### src/rtl/ahb5_mgr_arbiter.sv
// Round-robin arbiter sharing one AHB5 subordinate port between NUM_MGR managers.
// Address phase is muxed from the registered grant; data phase follows the pipelined owner.
module ahb5_mgr_arbiter #(
    parameter int NUM_MGR    = 2,
    parameter int ADDR_WIDTH = 32,
    parameter int DATA_WIDTH = 32,
    parameter int STRB_WIDTH = DATA_WIDTH / 8,
    parameter int MW         = (NUM_MGR > 1) ? $clog2(NUM_MGR) : 1
) (
    input  logic                             HCLK,
    input  logic                             HRESET,
    input  logic [NUM_MGR-1:0]               m_req,
    input  logic [NUM_MGR*ADDR_WIDTH-1:0]    m_haddr,
    input  logic [NUM_MGR*2-1:0]             m_htrans,
    input  logic [NUM_MGR-1:0]               m_hwrite,
    input  logic [NUM_MGR*3-1:0]             m_hsize,
    input  logic [NUM_MGR*3-1:0]             m_hburst,
    input  logic [NUM_MGR*DATA_WIDTH-1:0]    m_hwdata,
    input  logic [NUM_MGR*STRB_WIDTH-1:0]    m_hwstrb,
    input  logic                             HREADY,
    output logic [NUM_MGR-1:0]               m_grant,
    output logic [ADDR_WIDTH-1:0]            HADDR,
    output logic                             HWRITE,
    output logic [2:0]                       HSIZE,
    output logic [2:0]                       HBURST,
    output logic [1:0]                       HTRANS,
    output logic [DATA_WIDTH-1:0]            HWDATA,
    output logic [STRB_WIDTH-1:0]            HWSTRB,
    output logic [MW-1:0]                    hmaster_data,
    output logic                             data_valid
);

    localparam logic [1:0] TR_IDLE   = 2'd0;
    localparam logic [1:0] TR_NONSEQ = 2'd2;
    localparam logic [2:0] BU_INCR   = 3'd1;

    logic [NUM_MGR-1:0] addr_owner_q, addr_owner_d;
    logic [MW-1:0]      data_owner_q, data_owner_d;
    logic               data_valid_q, data_valid_d;
    logic [4:0]         beats_left_q, beats_left_d;
    logic [MW-1:0]      rr_last_q, rr_last_d;

    logic [MW-1:0]      owner_idx;
    logic               owner_vld;
    logic               own_req;
    logic [1:0]         own_htrans;
    logic [2:0]         own_hburst;
    logic               accept;
    logic               burst_done;
    logic               arb_point;
    logic               win_vld;
    logic [MW-1:0]      win_idx;

    function automatic logic [4:0] burst_last(input logic [2:0] hburst);
        case (hburst)
            3'd2, 3'd3: burst_last = 5'd3;
            3'd4, 3'd5: burst_last = 5'd7;
            3'd6, 3'd7: burst_last = 5'd15;
            default:    burst_last = 5'd0;
        endcase
    endfunction

    // Address-phase mux; all zero (IDLE) when nobody holds the grant.
    always_comb begin
        owner_idx  = '0;
        own_req    = 1'b0;
        own_htrans = TR_IDLE;
        own_hburst = 3'd0;
        HADDR      = '0;
        HWRITE     = 1'b0;
        HSIZE      = 3'd0;
        for (int i = 0; i < NUM_MGR; i++) begin
            if (addr_owner_q[i]) begin
                owner_idx  = MW'(i);
                own_req    = m_req[i];
                own_htrans = m_htrans[i*2 +: 2];
                own_hburst = m_hburst[i*3 +: 3];
                HADDR      = m_haddr[i*ADDR_WIDTH +: ADDR_WIDTH];
                HWRITE     = m_hwrite[i];
                HSIZE      = m_hsize[i*3 +: 3];
            end
        end
    end

    assign owner_vld = |addr_owner_q;
    assign HTRANS    = own_htrans;
    assign HBURST    = own_hburst;

    always_comb begin
        HWDATA = '0;
        HWSTRB = '0;
        for (int i = 0; i < NUM_MGR; i++) begin
            if (data_valid_q && (data_owner_q == MW'(i))) begin
                HWDATA = m_hwdata[i*DATA_WIDTH +: DATA_WIDTH];
                HWSTRB = m_hwstrb[i*STRB_WIDTH +: STRB_WIDTH];
            end
        end
    end

    // Beat accounting and arbitration-point detection.
    always_comb begin
        accept       = HREADY && owner_vld && own_htrans[1];
        beats_left_d = beats_left_q;
        if (accept) begin
            if (own_htrans == TR_NONSEQ) beats_left_d = burst_last(own_hburst);
            else                         beats_left_d = beats_left_q - 5'd1;
        end
        burst_done = accept && (own_hburst != BU_INCR) && (beats_left_d == 5'd0);
        arb_point  = HREADY && (!owner_vld || (own_htrans == TR_IDLE) || burst_done ||
                                ((own_hburst == BU_INCR) && !own_req));
    end

    // Descending scan so the nearest requester after rr_last overwrites the rest.
    always_comb begin
        int c;
        c       = 0;
        win_vld = 1'b0;
        win_idx = '0;
        for (int k = NUM_MGR; k >= 1; k--) begin
            c = (int'(rr_last_q) + k) % NUM_MGR;
            if (m_req[MW'(c)]) begin
                win_vld = 1'b1;
                win_idx = MW'(c);
            end
        end
    end

    always_comb begin
        addr_owner_d = addr_owner_q;
        rr_last_d    = rr_last_q;
        data_owner_d = data_owner_q;
        data_valid_d = data_valid_q;
        if (arb_point) begin
            for (int i = 0; i < NUM_MGR; i++) begin
                addr_owner_d[i] = win_vld && (win_idx == MW'(i));
            end
            if (win_vld) rr_last_d = win_idx;
        end
        if (HREADY) begin
            data_owner_d = owner_idx;
            data_valid_d = accept;
        end
    end

    always_ff @(posedge HCLK) begin
        if (HRESET) begin
            addr_owner_q <= '0;
            data_owner_q <= '0;
            data_valid_q <= 1'b0;
            beats_left_q <= 5'd0;
            rr_last_q    <= MW'(NUM_MGR - 1);
        end else begin
            addr_owner_q <= addr_owner_d;
            data_owner_q <= data_owner_d;
            data_valid_q <= data_valid_d;
            beats_left_q <= beats_left_d;
            rr_last_q    <= rr_last_d;
        end
    end

    assign m_grant      = addr_owner_q;
    assign hmaster_data = data_owner_q;
    assign data_valid   = data_valid_q;

endmodule

### config.mk
export PLATFORM = sky130hd
export DESIGN_NAME = ahb5_mgr_arbiter
export DESIGN_NICKNAME = d
export VERILOG_FILES = /design/src/rtl/ahb5_mgr_arbiter.sv
export SDC_FILE = /design/constraint.sdc
export NUM_CORES = 1
export LEC_CHECK = 0
export ABC_AREA = 0
export BUFFER_PORTS_ARGS = -buffer_cell sky130_fd_sc_hd__buf_2
export CAP_MARGIN = 15
export CORE_AREA = 8 8 86 88
export CTS_CLUSTER_DIAMETER = 150
export DETAILED_ROUTE_END_ITERATION = 8
export DIE_AREA = 0 0 94 96
export GPL_ROUTABILITY_DRIVEN = 0
export MAX_ROUTING_LAYER = met4
export PLACE_DENSITY = 0.84
export SYNTH_ARGS = -nofsm -noshare
export SYNTH_HDL_FRONTEND = slang
export SYNTH_SLANG_ARGS = --single-unit
### constraint.sdc
create_clock -name HCLK -period 2.4 [get_ports HCLK]
set_input_delay 0.48 -clock HCLK [delete_from_list [all_inputs] [get_ports HCLK]]
set_output_delay 0.48 -clock HCLK [all_outputs]
set_load 0.01 [all_outputs]
==> parameters.txt <==
Parameter                              Value

STA
  Finish-stage setup viols ... 0
  RSZ-0062 raised after global routing ... no
  Transition at the pin with the smallest max-transition slack ... 0.3756 ns
  Final hold violation count ... 0
  Fmax ... 0.4462 GHz
  Number of max-slew violations in the final report ... 0
  Worst Hold Slack ... 0.5436 ns
  Final Critical Period ... 2.241 ns
  Fin Setup TNS ... 0 ns
  Post-route clock skew ... approximately 0.0021 ns
  Period Utilization, post-route ... 0.9338
  Slew HR ... 0.7492

Cells and area
  Area used by multi-input combinational logic ... 1441 um^2
  Number of nets at the end of the flow ... 614
  Antenna Diode Count ... 0
  Sequential cell area ... 205.2 um^2
  Filler Cell Count ... 598
  Post-route standard cell area excluding fillers ... 3065 um^2
  Layout overhead on the synthesized area ... 74.25%
  Most common cell after layout, fill and taps aside ... buf_2
  Commonest cells after routing, fill and taps aside ... buf_2 (239), a22o_1 (37), mux2i_1 (37), nor2b_1 (37), o21ai_0 (10)
  Finished Layout Cells ... 530
  Share of layout cells above drive strength 1 ... 0.5762

Placed design
  I/O Buffers ... 239
  Number of placed instances, taps included ... 526
  Dpl hpwl ... 7.841 mm
  Post-placement cell area ... around 3000 um^2

Logic synthesis
  Post-synth EDFFs ... 0
  Total of warnings raised by yosys ... 0
  Net count of the mapped netlist ... between 300 and 400
  Most instantiated flip-flop cell in the synthesis netlist ... dfxtp_1
  Mapped Cells ... 226
  Average size of a mapped cell ... 7.784 um^2
  Number of flip-flops and latches in the synthesized netlist ... 10
  Synth async-reset ratio ... 0
  Synthesized cell area ... 1759 um^2
  Seq/Total Area, Yosys ... 0.1138
  Number of distinct library cell variants in the gate-level netlist after synthesis ... 45

Routing
  Routed len/inst ... 17.00 um
  Number of remaining DRC errors ... 0
  Drt first pass iters ... 4
  ANT nets after route ... 0
  Overall via count from detail_route ... 2654
  Vias per inst ... about 5
  Starting DRC count in detailed routing ... 85
  Routed WL ... 9.009 mm

Pwr
  Total leakage power ... roughly 1.7 nW
  Peak ir drop on the vdd network ... ~0.17 mV
  Total power density per cell area ... around 250 nW/um^2

Setup path
  CP Max Fanout ... 12
  Critical Path Sink Type ... flop
  Required time of the critical path ... 2.52 ns
  Critical path startpoint category ... flop
  Type of the setup path with the least slack ... reg2reg
  Critical Path AT ... 2.36 ns

Global routing
  Met3 GRT Util ... 0.02808
  Initial antenna violation count ... 0
  Grt ovf ... 0
  Met1 usage in global routing ... 0.1948
  Total Routing Usage GR ... 0.1812
  Routing layer with the top usage in global route ... met2
  Wire length of the first global-routing pass ... 13.03 mm
  Number of global-route vias before repair ... 2757
  Met2 Resource Use GR ... 0.3396
  Largest net degree at the start of global routing ... 39

Die
  Area of the core ... 6096 um^2
  Horizontal extent of the die ... 94 um
  Die Area ... between 9000 and 10000 um^2
  Die extent in y ... 96 um
  IO Pins ... 240
  Effective utilization at floorplan ... 0.2886
  Row Count ... 29

Worst hold path
  Hold Path Class ... reg2reg

CTS
  Clock root cell ... clkbuf_8
  # Post-CTS Setup Buffers ... 0
  Clock tree from TritonCTS ... done
  Number of H-tree levels ... 1
  Clock edge transition at the registers on the reported setup and hold paths ... 0.05 ns
  Number of sinks handled by clock tree synthesis ... 10
  Number of buffers created by CTS ... 3
  Clk Latency, worst-skew pair ... approximately 0.23 ns
  Worst-case clock buffer depth ... 2

Flow run
  Number of maximum-capacitance constraint violations ... 0

Outcome
  Status ... finished, final reports clean
## per-stage QoR
stage	total power [W]	utilization	setup WS [ns]
floorplan	0.0003465	-	0.3211
finish	0.0007606	0.5029	0.1589
detailed placement	0.0005505	0.4924	0.1458
CTS	0.0007626	0.5021	0.09461
global placement	0.0005383	0.4924	0.1980
global route	0.0008059	0.5029	0.03125
## Yosys cell counts, types with 2 or more instances
| master | n | area (um^2) |
|---|---|---|
| nor3b_1 | 2 | 15.01 |
| buf_2 | 2 | 10.01 |
| nor2_1 | 7 | 26.28 |
| nand2b_1 | 3 | 18.77 |
| a21oi_1 | 4 | 20.02 |
| nand3b_1 | 3 | 22.52 |
| a211oi_1 | 3 | 22.52 |
| nor3_1 | 4 | 20.02 |
| a221oi_1 | 2 | 17.52 |
| a22o_1 | 37 | 324.1 |
| buf_1 | 7 | 26.28 |
| buf_4 | 2 | 15.01 |
| and3b_1 | 2 | 17.52 |
| nand4_1 | 2 | 12.51 |
| mux2i_1 | 37 | 370.4 |
| dfxtp_1 | 10 | 200.2 |
| and2_1 | 2 | 12.51 |
| nor2b_1 | 38 | 237.7 |
| nand2_1 | 9 | 33.78 |
| inv_1 | 6 | 22.52 |
| o21ai_0 | 10 | 50.05 |
| clkbuf_1 | 10 | 37.54 |
| or4b_1 | 2 | 20.02 |
## kinds of logic after synthesis
kind of cell / after synthesis / synth area share
flip-flops: 10 / 0.1138
AND/OR/NAND/NOR: 83 / 0.2888
XOR/XNOR: 1 / 0.004980
adder cells (fa/ha/maj): 1 / 0.007111
buffers and inverters: 28 / 0.06970
multiplexers: 38 / 0.2191
AO/OA/AOI/OAI: 65 / 0.2966
## layout make-up
| cell class | instances | share of cell area |
|---|---|---|
| flip-flops and latches | 10 | 0.06694 |
| well taps | 77 | 0.03143 |
| clock buffers | 4 | 0.01796 |
| inverters | 6 | 0.007347 |
| repair buffers | 245 | 0.4061 |
| multi-input cells | 188 | 0.4702 |
## worst max-delay path, stage by stage (launching register included)
cell and delay, ns:
dfxtp_1 0.54, nand4b_1 0.22, and2_4 0.23, or4_4 0.56
a21boi_4 0.19, o21ai_2 0.10, mux2_4 0.30
## state kept, by name, summed over array words and instances, names as in the netlist
signal / cells
beats_left_q: 5
m_grant: 2
data_valid: 1
hmaster_data: 1
rr_last_q: 1
## routing by layer
| layer | share of wire | vias up | wire length [um] |
|---|---|---|---|
| met2 | 0.54 | 126 | 4894 |
| met3 | 0.062 | 10 | 560 |
| li1 | - | 1293 | - |
| met1 | 0.38 | 1225 | 3432 |
| met4 | 0.013 | 0 | 121 |
| met5 | 0 | - | 0 |
## power by group
group | total (W) | switching, W | leakage [nW] | internal, W
clock | 0.000213 | 0.0000686 | 0.0288 | 0.000144
combinational | 0.000364 | 0.000167 | 1.58 | 0.000197
sequential | 0.000183 | 0.0000109 | 0.0825 | 0.000172
total | 0.000761 | 0.000247 | 1.69 | 0.000514
## final timing paths
path	startpoint	end	slack (ns)	depth (start not counted)
worst max-delay path	m_grant[0]	rr_last_q	0.16	6
worst max register to register	m_grant[0]	rr_last_q	0.16	6
worst min-delay path	rr_last_q	m_grant[0]	0.54	2
worst min register to register	rr_last_q	m_grant[0]	0.54	2
## repair_timing
item / CTS / global route
endpoints found under the setup margin: 1 / 4
hold buffers: 0 / 0
gates resized for setup: 1 / 2
(Power assumes the default switching activity.)
